===== src/rtl/boa_arith_pkg.sv =====
// Shared types and constants for the sequential restoring divider.
package boa_arith_pkg;

  localparam int unsigned BOA_DIV_W     = 32;
  localparam int unsigned BOA_DIV_ITER  = 32;
  localparam int unsigned BOA_DIV_CNT_W = 5;

  typedef enum logic [1:0] {
    IDLE = 2'd0,
    CALC = 2'd1,
    DONE = 2'd2
  } boa_div_state_t;

  // Per-operation context kept alongside the datapath for result correction.
  typedef struct packed {
    logic                 sign_lhs;
    logic                 sign_rhs;
    logic                 div_zero;
    logic [BOA_DIV_W-1:0] lhs;
  } boa_div_ctx_t;

  function automatic logic [BOA_DIV_W-1:0] boa_neg(input logic [BOA_DIV_W-1:0] x);
    return ~x + BOA_DIV_W'(1);
  endfunction

  function automatic logic [BOA_DIV_W-1:0] boa_cond_neg(input logic                 neg,
                                                        input logic [BOA_DIV_W-1:0] x);
    return neg ? boa_neg(x) : x;
  endfunction

endpackage


===== src/rtl/boa_div_step.sv =====
// One radix-2 restoring division iteration on the {rem,quo} pair.
module boa_div_step
  import boa_arith_pkg::*;
(
  input  logic [BOA_DIV_W-1:0] rem,
  input  logic [BOA_DIV_W-1:0] quo,
  input  logic [BOA_DIV_W-1:0] divisor,
  output logic [BOA_DIV_W-1:0] next_rem,
  output logic [BOA_DIV_W-1:0] next_quo
);

  logic [BOA_DIV_W:0]   w_shift;
  logic [BOA_DIV_W-1:0] w_diff;
  logic                 w_ge;

  // The shifted remainder needs one extra bit before the compare.
  assign w_shift = {rem, quo[BOA_DIV_W-1]};
  assign w_ge    = (w_shift >= {1'b0, divisor});
  assign w_diff  = w_shift[BOA_DIV_W-1:0] - divisor;

  assign next_rem = w_ge ? w_diff : w_shift[BOA_DIV_W-1:0];
  assign next_quo = {quo[BOA_DIV_W-2:0], w_ge};

endmodule


===== src/rtl/boa_div_seq.sv =====
// Iterative 32-bit signed/unsigned restoring divider, one quotient bit per clock.
// Optional BOA_DIV_EARLY_EXIT_EN: trivial operations skip CALC and go straight to DONE.
module boa_div_seq
  import boa_arith_pkg::*;
(
  input  logic                 clk,
  input  logic                 rst_n,
  input  logic                 flush,
  input  logic                 in_valid,
  output logic                 in_ready,
  input  logic                 u,
  input  logic [BOA_DIV_W-1:0] lhs,
  input  logic [BOA_DIV_W-1:0] rhs,
  output logic                 out_valid,
  input  logic                 out_ready,
  output logic [BOA_DIV_W-1:0] div_res,
  output logic [BOA_DIV_W-1:0] mod_res
);

  boa_div_state_t           r_state;
  logic [BOA_DIV_CNT_W-1:0] r_cnt;
  logic [BOA_DIV_W-1:0]     r_rem;
  logic [BOA_DIV_W-1:0]     r_quo;
  logic [BOA_DIV_W-1:0]     r_divisor;
  boa_div_ctx_t             r_ctx;
  logic                     r_in_ready;
  logic                     r_out_valid;

  logic                     w_sign_lhs;
  logic                     w_sign_rhs;
  logic [BOA_DIV_W-1:0]     w_lhs_mag;
  logic [BOA_DIV_W-1:0]     w_rhs_mag;
  logic                     w_div_zero;
  logic                     w_last;
  logic [BOA_DIV_W-1:0]     w_next_rem;
  logic [BOA_DIV_W-1:0]     w_next_quo;
`ifdef BOA_DIV_EARLY_EXIT_EN
  logic                     w_early;
`endif

  assign w_sign_lhs = ~u & lhs[BOA_DIV_W-1];
  assign w_sign_rhs = ~u & rhs[BOA_DIV_W-1];
  assign w_lhs_mag  = boa_cond_neg(w_sign_lhs, lhs);
  assign w_rhs_mag  = boa_cond_neg(w_sign_rhs, rhs);
  assign w_div_zero = (rhs == '0);
  assign w_last     = (r_cnt == BOA_DIV_CNT_W'(BOA_DIV_ITER - 1));
`ifdef BOA_DIV_EARLY_EXIT_EN
  assign w_early    = w_div_zero | (w_lhs_mag < w_rhs_mag);
`endif

  boa_div_step u_step (
    .rem      (r_rem),
    .quo      (r_quo),
    .divisor  (r_divisor),
    .next_rem (w_next_rem),
    .next_quo (w_next_quo)
  );

  // Control and datapath registers; flush wins over any handshake in the same cycle.
  always_ff @(posedge clk or negedge rst_n) begin
    if (!rst_n) begin
      r_state     <= IDLE;
      r_cnt       <= '0;
      r_rem       <= '0;
      r_quo       <= '0;
      r_divisor   <= '0;
      r_ctx       <= '0;
      r_in_ready  <= 1'b1;
      r_out_valid <= 1'b0;
    end else if (flush) begin
      r_state     <= IDLE;
      r_cnt       <= '0;
      r_in_ready  <= 1'b1;
      r_out_valid <= 1'b0;
    end else begin
      case (r_state)
        IDLE: begin
          if (in_valid) begin
            r_ctx.sign_lhs <= w_sign_lhs;
            r_ctx.sign_rhs <= w_sign_rhs;
            r_ctx.div_zero <= w_div_zero;
            r_ctx.lhs      <= lhs;
            r_divisor      <= w_rhs_mag;
            r_cnt          <= '0;
            r_in_ready     <= 1'b0;
`ifdef BOA_DIV_EARLY_EXIT_EN
            if (w_early) begin
              r_rem       <= w_lhs_mag;
              r_quo       <= '0;
              r_state     <= DONE;
              r_out_valid <= 1'b1;
            end else begin
              r_rem   <= '0;
              r_quo   <= w_lhs_mag;
              r_state <= CALC;
            end
`else
            r_rem   <= '0;
            r_quo   <= w_lhs_mag;
            r_state <= CALC;
`endif
          end
        end
        CALC: begin
          r_rem <= w_next_rem;
          r_quo <= w_next_quo;
          r_cnt <= r_cnt + BOA_DIV_CNT_W'(1);
          if (w_last) begin
            r_state     <= DONE;
            r_out_valid <= 1'b1;
          end
        end
        DONE: begin
          if (out_ready) begin
            r_state     <= IDLE;
            r_out_valid <= 1'b0;
            r_in_ready  <= 1'b1;
          end
        end
        default: begin
          r_state     <= IDLE;
          r_in_ready  <= 1'b1;
          r_out_valid <= 1'b0;
        end
      endcase
    end
  end

  assign in_ready  = r_in_ready;
  assign out_valid = r_out_valid;

  // Sign correction straight off the registers; divide-by-zero overrides it.
  assign div_res = r_ctx.div_zero ? '1
                 : boa_cond_neg(r_ctx.sign_lhs ^ r_ctx.sign_rhs, r_quo);
  assign mod_res = r_ctx.div_zero ? r_ctx.lhs
                 : boa_cond_neg(r_ctx.sign_lhs, r_rem);

endmodule


===== config.mk =====
export PLATFORM = sky130hd
export DESIGN_NAME = boa_div_seq
export DESIGN_NICKNAME = d
export VERILOG_FILES = /design/src/rtl/boa_arith_pkg.sv /design/src/rtl/boa_div_step.sv /design/src/rtl/boa_div_seq.sv
export SDC_FILE = /design/constraint.sdc
export NUM_CORES = 1
export LEC_CHECK = 0
export BUFFER_PORTS_ARGS = -buffer_cell sky130_fd_sc_hd__buf_4
export CORE_MARGIN = 5
export CORE_UTILIZATION = 50
export DETAILED_ROUTE_END_ITERATION = 10
export HOLD_SLACK_MARGIN = 0.15
export PLACE_DENSITY = 0.7
export SYNTH_ARGS = -nofsm -noshare
export SYNTH_HDL_FRONTEND = slang
export SYNTH_HIERARCHICAL = 1
export SYNTH_SLANG_ARGS = --single-unit

===== constraint.sdc =====
create_clock -name clk -period 6.3 [get_ports clk]
set_input_delay 1.26 -clock clk [delete_from_list [all_inputs] [get_ports clk]]
set_output_delay 1.26 -clock clk [all_outputs]
set_load 0.005 [all_outputs]

==> results.yml, run 1 <==
timing:
  setup-violations-final: 0
  timing.clock.skew_ps: 8.51
  maxSlewHeadroom_pct: 26.7
  tightestPinTransition_ps: 1100
  grt_setup_unrepaired: "false"
  final.min_clock_period_ps: 4290
  period_share_pct: 68.1
  slew_viol_final: 0
  setup_total_negative_slack_ps: 0
  timing.hold.ws_ps: 475
  max_freq_ghz: 0.233
  timing.final.hold_violations: 0
  finalWorstSetupSlack_ps: 2010
job:
  drv.max_cap_violation_count: 0
critical_path:
  path_max_fanout: 7
  setup.worst_path.class: "reg2out"
  worst_setup_path_end_kind: "output port"
  critPathTopFamily: "simple AND/OR/NAND/NOR gates"
  critical_path.cell_chain: "nor4_1, and3_1, nand4_1, o41ai_2, xnor2_1, mux2_2, buf_4"
  critPathArrivalTime_ps: 3030
  critical_path.n_buffers_inverters: 1
  crit_start: "r_rem[4]"
  worst_ep_required_time_ps: 5040
  crit-reg2reg-launch: "r_quo[31]"
  crit_path_max_incr_delay_ps: 610
  startpoint_type: "flip-flop"
  worst_path_max_delay_cell: "sky130_fd_sc_hd__nor4_1"
placed_design:
  post_place_setup_slack_ps: 2530
  final_replace_weighted_congestion: 0.902
  place_hpwl_mm: 24.4
  buffer_ports.inserted: 135
grt:
  global_route.usage.total_pct: 25.2
  antenna_found_initial: 0
  grt_pass1_wl_mm: 53.4
  global_route.overflow_total: 0
  first_global_vias: 10100
  grt_max_degree: 97
synthesis:
  seq_area_frac_synth_pct: 30.9
  async_flop_share_pct: 100
  yosys_warnings: 6
  synth_enable_flop_cells: 0
  synth.area.top_cells: "sky130_fd_sc_hd__dfrtp_1, sky130_fd_sc_hd__nand2_1, sky130_fd_sc_hd__xnor2_1, sky130_fd_sc_hd__o21ai_0, sky130_fd_sc_hd__xor2_1"
  synthesis.instances: 1453
  synth_cell_types: 79
  syn-num-nets: 1562
  mappedNetlistArea_sq_um: 11300
  synth_top_area_share_pct: 30.7
  postSynth.topFlopCell: "sky130_fd_sc_hd__dfrtp_1"
  synth_top_area_cell: "sky130_fd_sc_hd__dfrtp_1"
  synth_area_per_cell_sq_um: 7.81
  ys_seq_elements: 140
clocking:
  ctsHtreeMaxLevel: 4
  clock_sinks: 140
  numCtsBuffers: 17
  cts_hold_repair.buffers: 0
  ctsLongestPathBuffers: 2
  postCtsSetupRepairBufs: 0
  cts_root_buffer: "sky130_fd_sc_hd__clkbuf_16"
  postCtsResizedCells: 0
  tritoncts: "yes"
  worst_setup_hold_path_clk_slew_ps: 60
  clkLatencyLatePin_ps: 430
detailed_routing:
  detail_route.wirelength_mm: 32.9
  initialDrtViolationCount: 930
  detail_route.vias_per_cell: 5.93
  route.antenna.remaining_nets: 0
  drc: 0
  firstDrtPassIters: 6
  wl_per_cell_um: 18.2
  vias: 10700
cells_and_area:
  nNetsFinal: 1614
  final_common_cell: "sky130_fd_sc_hd__nand2_1"
  antenna-diode-count: 0
  layout.cells.most_common_list: "sky130_fd_sc_hd__nand2_1, sky130_fd_sc_hd__buf_4, sky130_fd_sc_hd__dfrtp_1"
  layout_cell_share_with_drive_strength_beyond_1_pct: 16.5
  post-route-util_pct: 57.4
  layout_stage_area_growth_over_the_synthesis_result_pct: 13.8
die:
  floorplan.core_area_sq_um: 22500
  top_level_ports: 136
  rows: 55
  starting_utilization_of_the_core_area_pct: 50.4
  dieArea_sq_um: 25800
  die_w_um: 161
  dieHeight_um: 161
status:
  run_status: "finished, final reports clean"
worst_hold_path:
  hp-start: "r_ctx[5]"
  worstHoldPathType: "reg2reg"
power_and_ir_drop:
  worst_ir_drop_vdd_v: 0.000210
  design_power_total_w: 0.00429
  power-per-cell-area_nw_per_um2: 332
  leakage_nw: 6.03
-- worst paths after layout --
path,endpoint,slack (ps),cells after the start
max in group asynchronous,r_rem[16],4070,2
worst min-delay path,r_ctx[5],480,2
worst min register to register,r_ctx[5],480,2
worst max register to register,r_rem[30],2530,13
worst max-delay path,mod_res[30],2010,7
min in group asynchronous,r_divisor[1],870,1
-- per-stage QoR --
step	area, sq um	instances
2_1_floorplan	11300	1453
3_3_place_gp	12300	1771
3_5_place_dp	12300	1771
4_1_cts	12900	1803
5_1_grt	12900	1803
6_report	12900	1803
-- flip-flops by register name, indices dropped and copies added (netlist names) --
register / count
r_rem: 32
r_quo: 32
in_ready: 1
out_valid: 1
r_state: 2
r_cnt: 5
r_ctx: 35
r_divisor: 32
-- power by group --
part / internal (W) / switching, W
combinational: 0.000873 / 0.00106
clock: 0.000716 / 0.000410
sequential: 0.00105 / 0.000181
-- cell type report --
class,count,area [sq um]
tap,285,357
timing repair buffer,144,1080
inverter,52,195
fill,2053,9590
clock inverter,13,214
sequential,140,3510
clock buffer,19,443
multi-input combinational,1150,7110
-- cells in the mapped netlist (17+ instances only) --
master,number
sky130_fd_sc_hd__nand2_1,270
sky130_fd_sc_hd__dfrtp_1,139
sky130_fd_sc_hd__o21ai_0,119
sky130_fd_sc_hd__nor2_1,104
sky130_fd_sc_hd__a21oi_1,86
sky130_fd_sc_hd__xnor2_1,73
sky130_fd_sc_hd__clkbuf_1,70
sky130_fd_sc_hd__xor2_1,65
sky130_fd_sc_hd__nand3_1,55
sky130_fd_sc_hd__inv_1,51
sky130_fd_sc_hd__ha_1,38
sky130_fd_sc_hd__buf_4,32
sky130_fd_sc_hd__nand2b_1,32
sky130_fd_sc_hd__nor3_1,30
sky130_fd_sc_hd__mux2_2,28
sky130_fd_sc_hd__o31ai_1,17
-- logic make-up after synthesis --
| group | after synthesis | synth area share [%] |
|---|---|---|
| muxes | 41 | 4.32 |
| buffers and inverters | 163 | 6.75 |
| adders and majority gates | 39 | 4.37 |
| DFF | 140 | 30.9 |
| and+or+nand+nor | 606 | 25.4 |
| xor gates and xnor gates | 138 | 10.7 |
| AOI/OAI and AO/OA | 326 | 17.7 |
-- per-layer routing --
metal,GRT usage (%),up-vias,share of wire [%]
met1,35.8,5136,45
met2,39.4,369,46
met3,4.77,53,7.0
met5,0,-,0
met4,7.24,0,2.4
li1,-,5133,-
-- tightest hold or removal path, stage by stage (launching register included) --
cell,delay [ps]
sky130_fd_sc_hd__dfrtp_1,340
sky130_fd_sc_hd__nand2_1,50
sky130_fd_sc_hd__nand2_1,60
Note: power is estimated with default switching activity, not from simulation.
==> run 2, diff against run 1 <==
Settings changed: PLACE_DENSITY 0.7 to 0.73.
Clock period 6.3 ns to 3.48 ns, I/O delays scaled along.
==> run 2 against run 1 <==
- hold slack worse by 240 ps
- non-clock buffer count increased by 56
- cell count grew 3.1%
- total power up 81%
- flip-flop and latch count did not move
- final area grew 3.8%
- first-iteration DRC count grew 14%
- die area unchanged
- critical path depth unchanged
- global-route usage is 0.76 points higher
- clock power rose by 48%
- critical path type unchanged
- critical endpoint unchanged
==> results.yml, run 2 (same netlist as run 1, synthesis figures left out) <==
clocking:
  clkLatencyLatePin_ps: 430
  ctsHtreeMaxLevel: 4
  numCtsBuffers: 17
  clock_sinks: 140
  cts_hold_repair.buffers: 0
  tritoncts: "yes"
  ctsLongestPathBuffers: 2
  worst_setup_hold_path_clk_slew_ps: 70
  cts_root_buffer: "sky130_fd_sc_hd__clkbuf_16"
power_and_ir_drop:
  share_seq_of_total_power_pct: 28.3
  power-per-cell-area_nw_per_um2: 580
  portion_of_total_power_attributed_to_the_clock_network_pct: 21.4
  power.share.combinational_pct: 50.3
  leakage_nw: 6.27
  swShare_pct: 40.5
  internal_power_w: 0.00463
  worst_ir_drop_vdd_v: 0.000412
  power.net_switching_w: 0.00314
placed_design:
  buffer_ports.inserted: 135
  final_replace_weighted_congestion: 0.939
  numPlacedInstances: 1808
  place_hpwl_mm: 25.7
  post_place_setup_slack_ps: 82.6
timing:
  slew_viol_final: 0
  max_freq_ghz: 0.290
  period_share_pct: 99.0
  grt_setup_unrepaired: "true"
  maxSlewHeadroom_pct: 43.6
  timing.final.hold_violations: 0
  setup-violations-final: 0
  tightestPinTransition_ps: 842
  final.min_clock_period_ps: 3450
  finalWorstSetupSlack_ps: 34.5
  timing.clock.skew_ps: 9.42
  timing.hold.ws_ps: 235
cells_and_area:
  max_flop_register: "r_ctx"
  nNetsFinal: 1670
  largest_register_ff_count: 35
  layout_stage_area_growth_over_the_synthesis_result_pct: 18.0
  finalNonFillerCells: 1858
  post-route-util_pct: 59.5
  layout.cells.most_common_list: "sky130_fd_sc_hd__nand2_1, sky130_fd_sc_hd__buf_4, sky130_fd_sc_hd__dfrtp_1"
  layout_cell_share_with_drive_strength_beyond_1_pct: 21.5
  fillCellCount: 2051
  antenna-diode-count: 0
  final_common_cell: "sky130_fd_sc_hd__nand2_1"
critical_path:
  worst_path_max_delay_cell: "sky130_fd_sc_hd__or4_4"
  critical_path.cell_chain: "or4_4, nor3_4, nand4_1, o41ai_2, xnor2_1, mux2_2, buf_4"
  setup.worst_path.class: "reg2out"
  path_max_fanout: 4
  critPathArrivalTime_ps: 2750
  worst_r2r_path_depth: 13
  worst_ep_required_time_ps: 2780
  crit_path_max_incr_delay_ps: 580
  startpoint_type: "flip-flop"
  worst_setup_path_end_kind: "output port"
detailed_routing:
  firstDrtPassIters: 7
  detail_route.vias_per_cell: 5.88
  drc: 0
  wl_per_cell_um: 18.7
  detail_route.wirelength_mm: 34.7
  vias: 10900
  route.antenna.remaining_nets: 0
  initialDrtViolationCount: 1057
die:
  dieArea_sq_um: 25800
  floorplan.core_area_sq_um: 22500
  dieHeight_um: 161
  rows: 55
  starting_utilization_of_the_core_area_pct: 50.4
  top_level_ports: 136
  die_w_um: 161
status:
  run_status: "finished, final reports clean"
grt:
  global_route.usage.total_pct: 26.0
  grt_max_degree: 66
  grt_pass1_wl_mm: 54.3
  antenna_found_initial: 1
  global_route.overflow_total: 0
  first_global_vias: 10200
job:
  drv.max_cap_violation_count: 0
worst_hold_path:
  worstHoldPathType: "in2async"
## run 2: area by class of cell
| type | count | area, sq um | area share, % |
|---|---|---|---|
| tap | 285 | 357 | 2.66 |
| sequential | 140 | 3510 | 26.2 |
| inverter | 52 | 195 | 1.46 |
| multi-input combinational | 1150 | 7270 | 54.3 |
| clock inverter | 12 | 92.6 | 0.691 |
| clock buffer | 19 | 433 | 3.23 |
| timing repair buffer | 200 | 1530 | 11.5 |
## run 2: power by group through the flow
stage | sequential [W] | clock, W | combinational (W)
after floorplan | 0.00213 | 0 | 0.00241
after global placement | 0.00220 | 0 | 0.00360
after detailed placement | 0.00221 | 0 | 0.00363
after CTS | 0.00218 | 0.00169 | 0.00370
after global routing | 0.00223 | 0.00176 | 0.00426
final | 0.00220 | 0.00167 | 0.00391
## run 2: path summary, 6_finish.rpt
check,startpoint,to,slack [ps]
min,rst_n,r_divisor[5],230
max,r_rem[24],mod_res[30],30
max in group asynchronous,rst_n,in_ready,2370
min reg2reg,r_ctx[5],r_ctx[5],480
min in group clk,r_ctx[5],r_ctx[5],480
max reg2reg,r_rem[10],r_rem[23],160
## run 2: what timing repair did
item                                    CTS  global route
gates resized for setup                   9            44
setup buffers                             1            18
endpoints found under the setup margin   15            58
pin swaps                                 2             8
## run 2: stage by stage
step	setup TNS [ps]	area [sq um]	total power [W]
floorplan	0	11300	0.00454
global placement	0	12600	0.00580
detailed placement	0	12600	0.00584
CTS	-19.3	13100	0.00756
global route	-115	13400	0.00825
finish	0	13400	0.00777
## run 2: worst max-delay path: cells and delay by family (launching register included)
family                 cells  cell delay, ps
AO/OA/AOI/OAI              1             390
XOR/XNOR                   1              90
AND/OR/NAND/NOR            3            1000
multiplexers               1             270
flip-flops                 1             430
buffers and inverters      1             140
## run 2: per-layer routing
layer	GRT usage, %	wire, um	vias to the layer above
li1	-	-	5233
met1	36.8	15100	5186
met2	40.9	16100	446
met3	4.85	2720	56
met4	7.04	750	2
met5	0	13	-
==> run 3, diff against run 2 <==
Settings changed: CELL_PAD_IN_SITES_DETAIL_PLACEMENT set to 1, CELL_PAD_IN_SITES_GLOBAL_PLACEMENT set to 1, CORE_UTILIZATION 50 to 40, PLACE_DENSITY 0.73 to not set, PLACE_DENSITY_LB_ADDON set to 0.1.
==> run 3 against run 2 <==
- the flow now finishes with violations (negative setup slack)
- setup slack lost 84 ps
- final area increased by 1.8%
- global-route usage decreased by 1.4 points
- critical path depth up 1
- via count about the same
- non-clock buffer count up 2
- core utilization fell by 11 points
- combinational power grew 2%
- sequential share of layout area fell by 0.45 points
- first-iteration DRC count fell by 29%
- die area increased by 23%
- flip-flop and latch count did not move
- critical endpoint unchanged
==> results.yml, run 3 (same netlist as run 1, synthesis figures left out) <==
clocking:
  ctsLongestPathBuffers: 2
  clock_sinks: 140
  cts_root_buffer: "sky130_fd_sc_hd__clkbuf_16"
  tritoncts: "yes"
  clkLatencyLatePin_ps: 430
  numCtsBuffers: 17
  worst_setup_hold_path_clk_slew_ps: 60
  ctsHtreeMaxLevel: 4
critical_path:
  startpoint_type: "flip-flop"
  critPathArrivalTime_ps: 2830
  worst_setup_path_end_kind: "output port"
  crit_path_max_incr_delay_ps: 460
  worst_path_max_delay_cell: "sky130_fd_sc_hd__or4_4"
  critical_path.n_buffers_inverters: 2
  worst_ep_required_time_ps: 2780
  critical_path.cell_chain: "buf_6, or4_4, nor3_4, nand4_1, o41ai_2, xnor2_1, mux2_2, buf_4"
  critPathTopFamily: "simple AND/OR/NAND/NOR gates"
  path_max_fanout: 6
  setup.worst_path.class: "reg2out"
cells_and_area:
  post-route-util_pct: 48.8
  multi_input_area_sq_um: 7300
  final_cell_area_sq_um: 13600
  nNetsFinal: 1672
  layout_stage_area_growth_over_the_synthesis_result_pct: 20.2
  fillCellCount: 3434
  max_flop_register: "r_ctx"
  layout_cell_share_with_drive_strength_beyond_1_pct: 22.6
  finalNonFillerCells: 1954
  final_common_cell: "sky130_fd_sc_hd__nand2_1"
  antenna-diode-count: 0
  register_area_sq_um: 3520
  largest_register_ff_count: 35
  layout.cells.most_common_list: "sky130_fd_sc_hd__nand2_1, sky130_fd_sc_hd__buf_4, sky130_fd_sc_hd__dfrtp_1"
detailed_routing:
  firstDrtPassIters: 5
  initialDrtViolationCount: 753
  detail_route.vias_per_cell: 5.59
  detail_route.wirelength_mm: 39.2
  route.antenna.remaining_nets: 0
  vias: 10900
  drc: 0
  wl_per_cell_um: 20.1
grt:
  first_global_vias: 11100
  grt_max_degree: 66
  global_route.usage.total_pct: 24.6
  global_route.overflow_total: 0
  grt_pass1_wl_mm: 62.0
  antenna_found_initial: 0
placed_design:
  numPlacedInstances: 1913
  place_hpwl_mm: 29.8
  buffer_ports.inserted: 135
  dpl_cell_area_sq_um: 12800
  final_replace_weighted_congestion: 0.860
  post_place_setup_slack_ps: 177
timing:
  tightestPinTransition_ps: 931
  slew_viol_final: 0
  max_freq_ghz: 0.283
  period_share_pct: 101
  timing.hold.ws_ps: 245
  final.min_clock_period_ps: 3530
  maxSlewHeadroom_pct: 37.9
  timing.final.hold_violations: 0
  finalWorstSetupSlack_ps: -49.9
  setup-violations-final: 1
  grt_setup_unrepaired: "true"
  timing.clock.skew_ps: 13.5
status:
  violations: "negative setup slack"
  run_status: "complete, but fails checks"
die:
  dieHeight_um: 178
  die_w_um: 178
  floorplan.core_area_sq_um: 27900
  rows: 61
  dieArea_sq_um: 31800
  top_level_ports: 136
  starting_utilization_of_the_core_area_pct: 40.6
power_and_ir_drop:
  power-per-cell-area_nw_per_um2: 595
  worst_ir_drop_vdd_v: 0.000240
  internal_power_w: 0.00481
  swShare_pct: 40.7
  portion_of_total_power_attributed_to_the_clock_network_pct: 23.6
  share_seq_of_total_power_pct: 27.3
  power.net_switching_w: 0.00330
  leakage_nw: 6.33
  power.share.combinational_pct: 49.1
worst_hold_path:
  worstHoldPathType: "in2async"
job:
  drv.max_cap_violation_count: 0
-- run 3: worst register-to-register path: stages (launching register included) --
cell and delay [ps]:
sky130_fd_sc_hd__dfrtp_1 400, sky130_fd_sc_hd__ha_1 370, sky130_fd_sc_hd__a21oi_2 230, sky130_fd_sc_hd__a211oi_1 110, sky130_fd_sc_hd__or3_4 390, sky130_fd_sc_hd__nor4b_4 450, sky130_fd_sc_hd__o21ai_2 140, sky130_fd_sc_hd__a31oi_4 220
sky130_fd_sc_hd__o21a_4 220, sky130_fd_sc_hd__inv_2 70, sky130_fd_sc_hd__buf_4 190, sky130_fd_sc_hd__mux2_4 300, sky130_fd_sc_hd__nand3_1 70, sky130_fd_sc_hd__nand2_1 70
-- run 3: per-layer routing --
| layer | wire length, um | share of wire [%] | track usage, % | vias to the layer above |
|---|---|---|---|---|
| met2 | 17600 | 45 | 37.2 | 267 |
| met3 | 2080 | 5.3 | 3.94 | 39 |
| met1 | 19000 | 48 | 36.8 | 5388 |
| met4 | 567 | 1.4 | 5.76 | 0 |
| li1 | - | - | - | 5234 |
| met5 | 0 | 0 | 0 | - |
-- run 3: power by group through the flow --
stage	sequential, W	combinational, W	clock (W)
floorplan	0.00213	0.00241	0
global placement	0.00221	0.00369	0
detailed placement	0.00223	0.00376	0
CTS	0.00220	0.00384	0.00195
global route	0.00225	0.00436	0.00202
finish	0.00222	0.00398	0.00192
-- run 3: path summary, 6_finish.rpt --
check / to / slack (ps) / start / cells past startpoint
worst min-delay path: r_divisor[28] / 250 / rst_n / 1
min in group clk: r_ctx[5] / 480 / r_ctx[5] / 2
max in group asynchronous: r_rem[2] / 2440 / rst_n / 2
worst max-delay path: mod_res[30] / -50 / r_rem[21] / 8
worst max register to register: r_rem[22] / 130 / r_rem[6] / 13
worst min register to register: r_ctx[5] / 480 / r_ctx[5] / 2
-- run 3: area by class of cell --
type / instances / area share, %
clock buffer: 18 / 3.22
inverter: 52 / 1.43
timing repair buffer: 202 / 11.4
clock inverter: 14 / 1.18
tap: 378 / 3.47
sequential: 140 / 25.8
multi-input combinational: 1150 / 53.6
-- run 3: per-stage QoR --
stage,setup TNS [ps],total power [W]
6_report,-49.9,0.00811
5_1_grt,-183,0.00863
4_1_cts,0,0.00800
3_5_place_dp,0,0.00599
3_3_place_gp,0,0.00590
2_1_floorplan,0,0.00454
-- run 3: repair_timing --
item | 4_1_cts | 5_1_grt
pin swaps | 1 | 9
hold buffers | 0 | 0
setup endpoints to repair | 23 | 53
buffers inserted | 2 | 7
gates cloned | 0 | 0
resized for setup | 21 | 46
